==> config.mk <==
export PLATFORM = sky130hd
export DESIGN_NAME = udp_packet_rx
export DESIGN_NICKNAME = d
export VERILOG_FILES = /design/src/rtl/udp_packet_rx.sv
export SDC_FILE = /design/constraint.sdc
export NUM_CORES = 1
export LEC_CHECK = 0
export CORE_UTILIZATION = 35
export CTS_CLUSTER_SIZE = 16
export DETAILED_ROUTE_END_ITERATION = 6
export PLACE_DENSITY = 0.55
export SLEW_MARGIN = 40
export SYNTH_ARGS = -nofsm -noshare
export SYNTH_HDL_FRONTEND = slang
export SYNTH_SLANG_ARGS = --single-unit
==> constraint.sdc <==
create_clock -name clk -period 11.8 [get_ports clk]
set_input_delay 2.36 -clock clk [delete_from_list [all_inputs] [get_ports clk]]
set_output_delay 2.36 -clock clk [all_outputs]
set_load 0.01 [all_outputs]
==> src/rtl/udp_packet_rx.sv <==
// udp_packet_rx: GMII receive path; strips preamble/SFD, parses Ethernet,
// IPv4 and UDP headers, filters on local MAC/IP/port and streams the payload.
// Ports: clk/rst; i_rx_dv/i_rx_er/i_rx_data PHY byte stream;
// i_local_mac/ip/port filter values; o_udp_data/vl/sop/eop payload stream;
// o_src_mac/ip/port, o_udp_len frame fields; o_done/o_ok/o_err status
// strobe; o_state debug copy of the FSM state.
module udp_packet_rx #(
    parameter bit ACCEPT_BCAST  = 1'b1,
    parameter bit CHECK_IP_CSUM = 1'b1
) (
    input  logic        clk,
    input  logic        rst,
    input  logic        i_rx_dv,
    input  logic        i_rx_er,
    input  logic [7:0]  i_rx_data,
    input  logic [47:0] i_local_mac,
    input  logic [31:0] i_local_ip,
    input  logic [15:0] i_local_port,
    output logic [7:0]  o_udp_data,
    output logic        o_udp_vl,
    output logic        o_udp_sop,
    output logic        o_udp_eop,
    output logic [47:0] o_src_mac,
    output logic [31:0] o_src_ip,
    output logic [15:0] o_src_port,
    output logic [15:0] o_udp_len,
    output logic        o_done,
    output logic        o_ok,
    output logic [2:0]  o_err,
    output logic [3:0]  o_state
);

    typedef enum logic [3:0] {
        S_IDLE  = 4'd0,
        S_PRE   = 4'd1,
        S_ETH   = 4'd2,
        S_IP    = 4'd3,
        S_UDP   = 4'd4,
        S_PAY   = 4'd5,
        S_PAD   = 4'd6,
        S_CHECK = 4'd7,
        S_DROP  = 4'd8
    } state_t;

    localparam logic [31:0] CRC_INIT = 32'hFFFF_FFFF;
    localparam logic [31:0] CRC_GOOD = 32'hDEBB_20E3;

    state_t      state_q, state_n;
    logic [4:0]  cnt_q;
    logic [39:0] sh_q;
    logic [47:0] sh_n;
    logic [15:0] fld16;
    logic [31:0] crc_q;
    logic [19:0] csum_q;
    logic [19:0] ck_sum;
    logic [16:0] ck_f1;
    logic [15:0] ck_f2;
    logic [15:0] rem_q;
    logic [2:0]  hdr_q;
    logic [2:0]  det;
    logic [2:0]  code;
    logic        er7_q;
    logic        frame_q;
    logic        mac_ok;
    logic        csum_ok;
    logic        sfd;

    function automatic logic [31:0] crc_byte(
        input logic [31:0] c,
        input logic [7:0]  d
    );
        logic [31:0] r;
        r = c ^ {24'd0, d};
        for (int i = 0; i < 8; i++)
            r = r[0] ? ((r >> 1) ^ 32'hEDB8_8320) : (r >> 1);
        return r;
    endfunction

    // sh_n holds the last six received bytes, newest in the low byte
    assign sh_n   = {sh_q, i_rx_data};
    assign fld16  = sh_n[15:0];

    // running IP header sum; folded twice to absorb the end-around carry
    assign ck_sum = csum_q + {4'd0, fld16};
    assign ck_f1  = {1'b0, ck_sum[15:0]} + {13'd0, ck_sum[19:16]};
    assign ck_f2  = ck_f1[15:0] + {15'd0, ck_f1[16]};

    assign csum_ok = !CHECK_IP_CSUM || (ck_f2 == 16'hFFFF);
    assign mac_ok  = (sh_n == i_local_mac) || (ACCEPT_BCAST && (&sh_n));
    assign sfd     = (state_n == S_ETH) && (state_q != S_ETH);

    always_comb begin
        state_n = state_q;
        det     = 3'd0;
        unique case (state_q)
            S_IDLE: begin
                if (i_rx_dv && i_rx_data == 8'h55)
                    state_n = S_PRE;
                else if (i_rx_dv && i_rx_data == 8'hD5)
                    state_n = S_ETH;
            end
            S_PRE: begin
                if (!i_rx_dv)
                    state_n = S_IDLE;
                else if (i_rx_data == 8'hD5)
                    state_n = S_ETH;
                else if (i_rx_data != 8'h55 || cnt_q == 5'd7)
                    state_n = S_DROP;
            end
            S_ETH: begin
                if (!i_rx_dv) begin
                    state_n = S_CHECK;
                end else begin
                    if (cnt_q == 5'd5 && !mac_ok)
                        det = 3'd2;
                    if (cnt_q == 5'd13 && fld16 != 16'h0800)
                        det = 3'd3;
                    if (det != 3'd0)
                        state_n = S_DROP;
                    else if (cnt_q == 5'd13)
                        state_n = S_IP;
                end
            end
            S_IP: begin
                if (!i_rx_dv) begin
                    state_n = S_CHECK;
                end else begin
                    if (cnt_q == 5'd0 && i_rx_data != 8'h45)
                        det = 3'd3;
                    if (cnt_q == 5'd9 && i_rx_data != 8'h11)
                        det = 3'd3;
                    if (cnt_q == 5'd19) begin
                        if (sh_n[31:0] != i_local_ip)
                            det = 3'd5;
                        else if (!csum_ok)
                            det = 3'd4;
                    end
                    if (det != 3'd0)
                        state_n = S_DROP;
                    else if (cnt_q == 5'd19)
                        state_n = S_UDP;
                end
            end
            S_UDP: begin
                if (!i_rx_dv) begin
                    state_n = S_CHECK;
                end else begin
                    if (cnt_q == 5'd3 && fld16 != i_local_port)
                        det = 3'd6;
                    if (cnt_q == 5'd5 && fld16 < 16'd8)
                        det = 3'd3;
                    if (det != 3'd0)
                        state_n = S_DROP;
                    else if (cnt_q == 5'd7)
                        state_n = (rem_q == 16'd0) ? S_PAD : S_PAY;
                end
            end
            S_PAY: begin
                if (!i_rx_dv)
                    state_n = S_CHECK;
                else if (rem_q == 16'd1)
                    state_n = S_PAD;
            end
            S_PAD: begin
                if (!i_rx_dv)
                    state_n = S_CHECK;
            end
            S_CHECK: state_n = S_IDLE;
            S_DROP: begin
                // a bad preamble never reached the SFD: leave silently
                if (!i_rx_dv)
                    state_n = frame_q ? S_CHECK : S_IDLE;
            end
            default: state_n = S_IDLE;
        endcase
    end

    always_ff @(posedge clk) begin
        if (rst)
            state_q <= S_IDLE;
        else
            state_q <= state_n;
    end

    always_ff @(posedge clk) begin
        if (rst) begin
            cnt_q      <= 5'd0;
            sh_q       <= 40'd0;
            crc_q      <= CRC_INIT;
            csum_q     <= 20'd0;
            rem_q      <= 16'd0;
            hdr_q      <= 3'd0;
            er7_q      <= 1'b0;
            frame_q    <= 1'b0;
            o_udp_data <= 8'd0;
            o_udp_vl   <= 1'b0;
            o_udp_sop  <= 1'b0;
            o_udp_eop  <= 1'b0;
            o_src_mac  <= 48'd0;
            o_src_ip   <= 32'd0;
            o_src_port <= 16'd0;
            o_udp_len  <= 16'd0;
        end else begin
            o_udp_vl  <= 1'b0;
            o_udp_sop <= 1'b0;
            o_udp_eop <= 1'b0;
            if (i_rx_dv)
                sh_q <= sh_n[39:0];
            if (state_n != state_q)
                cnt_q <= (state_n == S_PRE) ? 5'd1 : 5'd0;
            else if (i_rx_dv)
                cnt_q <= cnt_q + 5'd1;
            if (sfd) begin
                crc_q   <= CRC_INIT;
                hdr_q   <= 3'd0;
                er7_q   <= 1'b0;
                frame_q <= 1'b1;
            end else begin
                if (frame_q && i_rx_dv)
                    crc_q <= crc_byte(crc_q, i_rx_data);
                if (det != 3'd0)
                    hdr_q <= det;
                if (frame_q && i_rx_er)
                    er7_q <= 1'b1;
                if (!i_rx_dv &&
                    (state_q inside {S_ETH, S_IP, S_UDP, S_PAY}))
                    er7_q <= 1'b1;
                if (state_q == S_CHECK || state_n == S_IDLE)
                    frame_q <= 1'b0;
            end
            if (state_q != S_IP)
                csum_q <= 20'd0;
            else if (i_rx_dv && cnt_q[0])
                csum_q <= ck_sum;
            if (i_rx_dv) begin
                if (state_q == S_ETH && cnt_q == 5'd11)
                    o_src_mac <= sh_n;
                if (state_q == S_IP && cnt_q == 5'd15)
                    o_src_ip <= sh_n[31:0];
                if (state_q == S_UDP && cnt_q == 5'd1)
                    o_src_port <= fld16;
                if (state_q == S_UDP && cnt_q == 5'd5 && det == 3'd0) begin
                    o_udp_len <= fld16 - 16'd8;
                    rem_q     <= fld16 - 16'd8;
                end
                if (state_q == S_PAY) begin
                    o_udp_data <= i_rx_data;
                    o_udp_vl   <= 1'b1;
                    o_udp_sop  <= (rem_q == o_udp_len);
                    o_udp_eop  <= (rem_q == 16'd1);
                    rem_q      <= rem_q - 16'd1;
                end
            end
        end
    end

    // header error beats truncation/PHY error, which beats a bad FCS
    always_comb begin
        code = 3'd0;
        if (hdr_q != 3'd0)
            code = hdr_q;
        else if (er7_q)
            code = 3'd7;
        else if (crc_q != CRC_GOOD)
            code = 3'd1;
    end

    assign o_done  = (state_q == S_CHECK);
    assign o_err   = o_done ? code : 3'd0;
    assign o_ok    = o_done && (code == 3'd0);
    assign o_state = state_q;

endmodule
-- Word level (Yosys, flattened, before mapping)
Index checks and enable logic that the tools add are counted.
- add/subtract/negate cells: 6
- magnitude comparators: 1
- equality and inequality tests: 35
- mux-type cells: 62
- bitwise operators: 11
- reduce and logical (&&, ||, !) cells: 51
- operators by type and width (kind ; number):
    2-to-1 mux 32 bit ; 8
    inverter 13 -> 14 bit ; 8
    2-to-1 mux 4 bit ; 18
    2-to-1 mux 3 bit ; 20
    equality test 48 bit ; 1
    AND reduction 48 bit ; 1
    2-to-1 mux 16 bit ; 2
    != test 32 bit ; 1
    != test 32 bit (second input constant) ; 1
    case mux 4 bit (8 select lines) ; 1
    bitwise XOR 32 x 8 -> 32 bit ; 1
    adder 20 x 16 -> 20 bit ; 1
    equality test 5 x 4 -> 1 bit (second input constant) ; 4
    logical AND 1 bit ; 19
    adder 16 x 4 -> 17 bit ; 1
    adder 16 x 1 -> 16 bit ; 1
    equality test 16 x 1 -> 1 bit (second input constant) ; 1
    equality test 16 bit ; 1
    equality test 16 bit (second input constant) ; 1
    equality test 4 x 3 -> 1 bit (second input constant) ; 4
    zero test 16 bit ; 1
    < comparator 16 x 4 -> 1 bit (second input constant) ; 1
    != test 16 x 12 -> 1 bit (second input constant) ; 1
    != test 16 bit ; 1
    other kinds (32) ; 67
- register bits: 245
- output and inout bits: 132
- word-level logic and storage cells: 183

-- Depth between registers and ports, before layout
- word-level depth: 17
- depth in mapped cells: 30
- depth with buffers taken out: 29

-- Least setup slack after synthesis
OpenSTA, ideal clock, no wires.
- kind: input -> register
- from: in i_rx_data[1]
- to: reg frame_q
- data arrival time: 7719 ps
- required time: 11709 ps
- path slack: 3990 ps
- stages on the path: 30
- buffers on the path: 2
- path through: clkbuf_1 buf_2 inv_1 fa_1 nand2b_2 a21boi_2 o21ai_1 a21oi_1 o21a_1 o21a_1 o21ai_0 nand2_1 xor2_1 ha_1 fa_1 a21o_1 a21oi_1 or2b_1 or2_1 nand4b_1 nor3b_1 ha_1 ha_1 nor2_1 nand4b_1 or4_1 a211oi_2 nand4_1 or2_0 a311oi_1
- longest elaborated chain between the ends: 16
- RTL lines (element ; RTL line ; RTL):
    from (decl) ; 15 ; input logic [7:0] i_rx_data,
    adder 20 x 16 -> 20 bit * ; 84 ; assign ck_sum = csum_q + {4'd0, fld16};
    named net ck_sum[16] ; 55 ; logic [19:0] ck_sum;
    adder 16 x 4 -> 17 bit * ; 85 ; assign ck_f1 = {1'b0, ck_sum[15:0]} + {13'd0, ck_sum[19:16]};
    adder 16 x 1 -> 16 bit * ; 86 ; assign ck_f2 = ck_f1[15:0] + {15'd0, ck_f1[16]};
    equality test 16 bit * ; 88 ; assign csum_ok = !CHECK_IP_CSUM || (ck_f2 == 16'hFFFF);
    2-to-1 mux 3 bit * ; 135 ; else if (!csum_ok)
    2-to-1 mux 3 bit * ; 133 ; if (sh_n[31:0] != i_local_ip)
    2-to-1 mux 3 bit * ; 132 ; if (cnt_q == 5'd19) begin
    2-to-1 mux 3 bit * ; 125 ; if (!i_rx_dv) begin
    2-to-1 mux 3 bit * ; 95 ; unique case (state_q)
    nonzero test 3 bit * ; 138 ; if (det != 3'd0)
    2-to-1 mux 4 bit * ; 138 ;
    2-to-1 mux 4 bit * ; 125 ;
    case mux 4 bit (8 select lines) * ; 95 ;
    equality test 4 x 2 -> 1 bit or zero test 4 bit (tied branches) ; 90, 228 ;
    logical AND 1 bit or logical OR 1 bit (tied branches) ; 90, 228 ;
    2-to-1 mux 1 bit or nonzero test 2 bit (tied branches) ; n/a ;
    to (signal assigned) ; 194 ; frame_q <= 1'b0;
    to (signal assigned) ; 217 ; frame_q <= 1'b1;
    to (signal assigned) ; 229 ; frame_q <= 1'b0;
    to (decl) ; 63 ; logic frame_q;
The timed path passes the listed nets; every way through them passes the cells marked *. The select of a mux whose other input is x is not followed.
A chain may end at the register's enable or synchronous reset.

-- Final worst setup path
- from: in i_rx_data[0]
- to: reg frame_q
Same word-level chain as after synthesis.

==> summary.md <==
| Metric | Value |
|---|---|
| Status | `complete, no violations` |
| Synth-to-layout area growth | `27.6%` |
| Vias | `12500` |
| Placed Area | `16200 sq um` |
| Nature of the critical path endpoint | `flip-flop` |
| Synthesized Nets | `1812` |
| Cell Area, Synth | `13500 sq um` |
| Drt wl/cell | `19.9 um` |
| DRC | `0` |
| Resized Gates After CTS | `0` |
| Die Area | `39300 sq um` |
| CTS tree | `built` |
| Final Hold Fails | `0` |
| Buffers on Ports | `239` |
| Setup TNS | `0 ns` |
| Largest net degree at the start of global routing | `99` |
| Seq/Total Area, Yosys | `36.4%` |
| Ys Warns | `0` |
| Htree depth | `1` |
| First-pass GRT wire length | `72.4 mm` |
| Hpwl dp | `33.7 mm` |
| Number of max-cap violations | `0` |
| Post-synth top flop | `dfxtp_1` |
| EDFF count, synth | `0` |
| Crit Path Max Fanout | `16` |
| Syn Inst Count | `1673` |
| Setup violators final | `0` |
| Max VDD drop | `0.0963 mV` |
| Routed WL | `47.4 mm` |
| Slew @ Worst Pin | `0.810 ns` |
| Final slew viol count | `0` |
| Die width | `198 um` |
| Slew margin rel. | `45.6%` |
| Hold Path Class | `reg -> reg` |
| Worst EP required | `12.27 ns` |
| RSZ-0062 raised after global routing | `false` |
| Tot GR Track Use | `24.0%` |
| Crit path top cell by count | `ha_1` |
| Routability cong. | `0.915` |
| Vias per inst | `5.25` |
| Global route overflow | `0` |
| Critical path class | `in -> reg` |
| Multi-input logic area | `8030 sq um` |
| Hold_buf cts | `0` |
| Pwr/cell area | `118 nW/um^2` |
| Final Critical Period | `8.49 ns` |
| Clk buf depth | `3` |
| Postcts setup bufs | `0` |
| Chip height | `198 um` |
| Layout Nets | `1984` |
| Number of buffers created by CTS | `29` |
| Clock Skews | `0.0141 ns` |
| Clk Tree Root Cell | `clkbuf_16` |
| Fmax | `0.118 GHz` |
| Leakage | `6.47 nW` |
| Final instance area | `17200 sq um` |
| Fill count | `3807` |
| Initial Utilization | `35.7%` |
| Avg Synthesized Cell Area | `8.06 sq um` |
| Final period util | `71.9%` |
| Sink Count | `245` |
| Fraction of layout instances using a drive strength above 1 | `6.01%` |
| Async S/R FF share, synth | `0%` |
| Slowest-stage cell, CP | `clkdlybuf4s50_1` |
| CTS clock-pin slew for the worst setup and hold paths | `0.06 ns` |
| Synth cell types | `82` |
| Antenna violations before repair | `4` |
| IO Count | `240` |
| CP max stage delay | `0.45 ns` |
| Total Power | `0.00203 W` |
| 1st-pass router iterations | `5` |
| Initial DRC Count | `982` |
| Core Rows | `71` |
| Post-synthesis register bit count | `245` |
| Vias in the first global route | `11900` |
| Core region area | `37800 sq um` |
| Flip-flop and latch area | `4900 sq um` |
| Worst EP arrival | `8.95 ns` |
| Type of origin of the critical path | `primary input` |
| Clk Latency, worst-skew pair | `0.56 ns` |
| Final ANT Viol Nets | `0` |
[final timing paths]
path / start / depth (start not counted) / slack [ns] / end
worst max-delay path: i_rx_data[0] / 31 / 3.31 / frame_q
worst max register to register: csum_q[0] / 29 / 5.55 / frame_q
worst min register to register: o_src_port[8] / 2 / 0.45 / o_src_port[8]
worst min-delay path: o_src_port[8] / 2 / 0.45 / o_src_port[8]
[sequential cells by signal, summed over array words and instances, names as in the netlist, 3 cells and up]
signal      cells
crc_q          32
o_src_mac      48
rem_q          16
o_udp_len      16
sh_q           40
csum_q         20
o_src_port     16
o_src_ip       32
hdr_q           3
cnt_q           5
o_udp_data      8
o_state         4
[critical path, delay by kind of cell]
kind	cells	cell delay, ns
AO/OA/AOI/OAI	10	1.73
XOR/XNOR	1	0.18
buffers and inverters	3	0.80
AND/OR/NAND/NOR	11	2.38
adder cells (fa/ha/maj)	6	1.49
[cell usage in the layout (no fill, tap or decap), types with 7 or more instances in the layout]
cell type          n
a211oi_1          12
nor3_1            21
dfxtp_1          245
xnor2_1           67
nand2b_1           8
nand4_1           28
or3_1              8
o21ai_0           35
ha_1              29
inv_1             24
nand3_1           31
nand2_1          316
nor2_1           116
clkbuf_16         29
clkdlybuf4s50_1  236
buf_4             26
a21oi_1          157
xor2_1           155
mux2i_1           56
clkbuf_1           7
o211ai_1          41
nor4_1            46
[layout make-up]
| class | count | area share (%) |
|---|---|---|
| clock buffers | 42 | 4.85 |
| well taps | 511 | 3.72 |
| inverters | 25 | 0.546 |
| clock inverters | 7 | 0.531 |
| multi-input cells | 1278 | 46.7 |
| flip-flops and latches | 245 | 28.5 |
| repair buffers | 266 | 15.1 |
| diodes | 4 | 0.0582 |
[report_power, final]
group | switching, W | total (W) | internal (W)
registers | 0.0000165 | 0.000853 | 0.000836
logic | 0.000165 | 0.000284 | 0.000119
clock network | 0.000361 | 0.000890 | 0.000529
[routing by layer]
| metal | up-vias | share of wire, % | track usage, % |
|---|---|---|---|
| li1 | 6086 | - | - |
| met1 | 6033 | 48 | 33.7 |
| met2 | 296 | 46 | 38.8 |
| met3 | 61 | 3.9 | 2.54 |
| met4 | 0 | 2.4 | 6.26 |
| met5 | - | 0 | 0 |
[kinds of logic after synthesis]
group | synth area share (%)
buffers and inverters | 4.43
and+or+nand+nor | 22.1
muxes | 4.16
xor gates and xnor gates | 14.8
adders and majority gates | 2.99
AOI/OAI and AO/OA | 15.2
DFF | 36.4
[through the flow]
step	hold slack, ns	cells	utilization [%]	worst slack [ns]
final	0.451	2378	45.6	3.31
after global routing	0.465	2378	45.6	2.85
after CTS	0.451	2374	45.5	3.44
after detailed placement	0.443	2325	43.0	2.87
after global placement	0.439	2325	43.0	2.67
after floorplan	0.440	1673	-	3.99
[cell usage after synthesis, types with 28 or more instances]
master	instances	area share, %
ha_1	29	2.7
clkbuf_1	102	2.8
xnor2_1	70	4.5
nor2_1	118	3.3
nand2_1	316	8.8
o211ai_1	41	2.3
o21ai_0	35	1.3
a21oi_1	157	5.8
xor2_1	155	10
nand3_1	31	1.2
nor4_1	47	2.2
dfxtp_1	245	36
mux2i_1	56	4.2
nand4_1	28	1.3
Power figures use the tool's default switching activity.
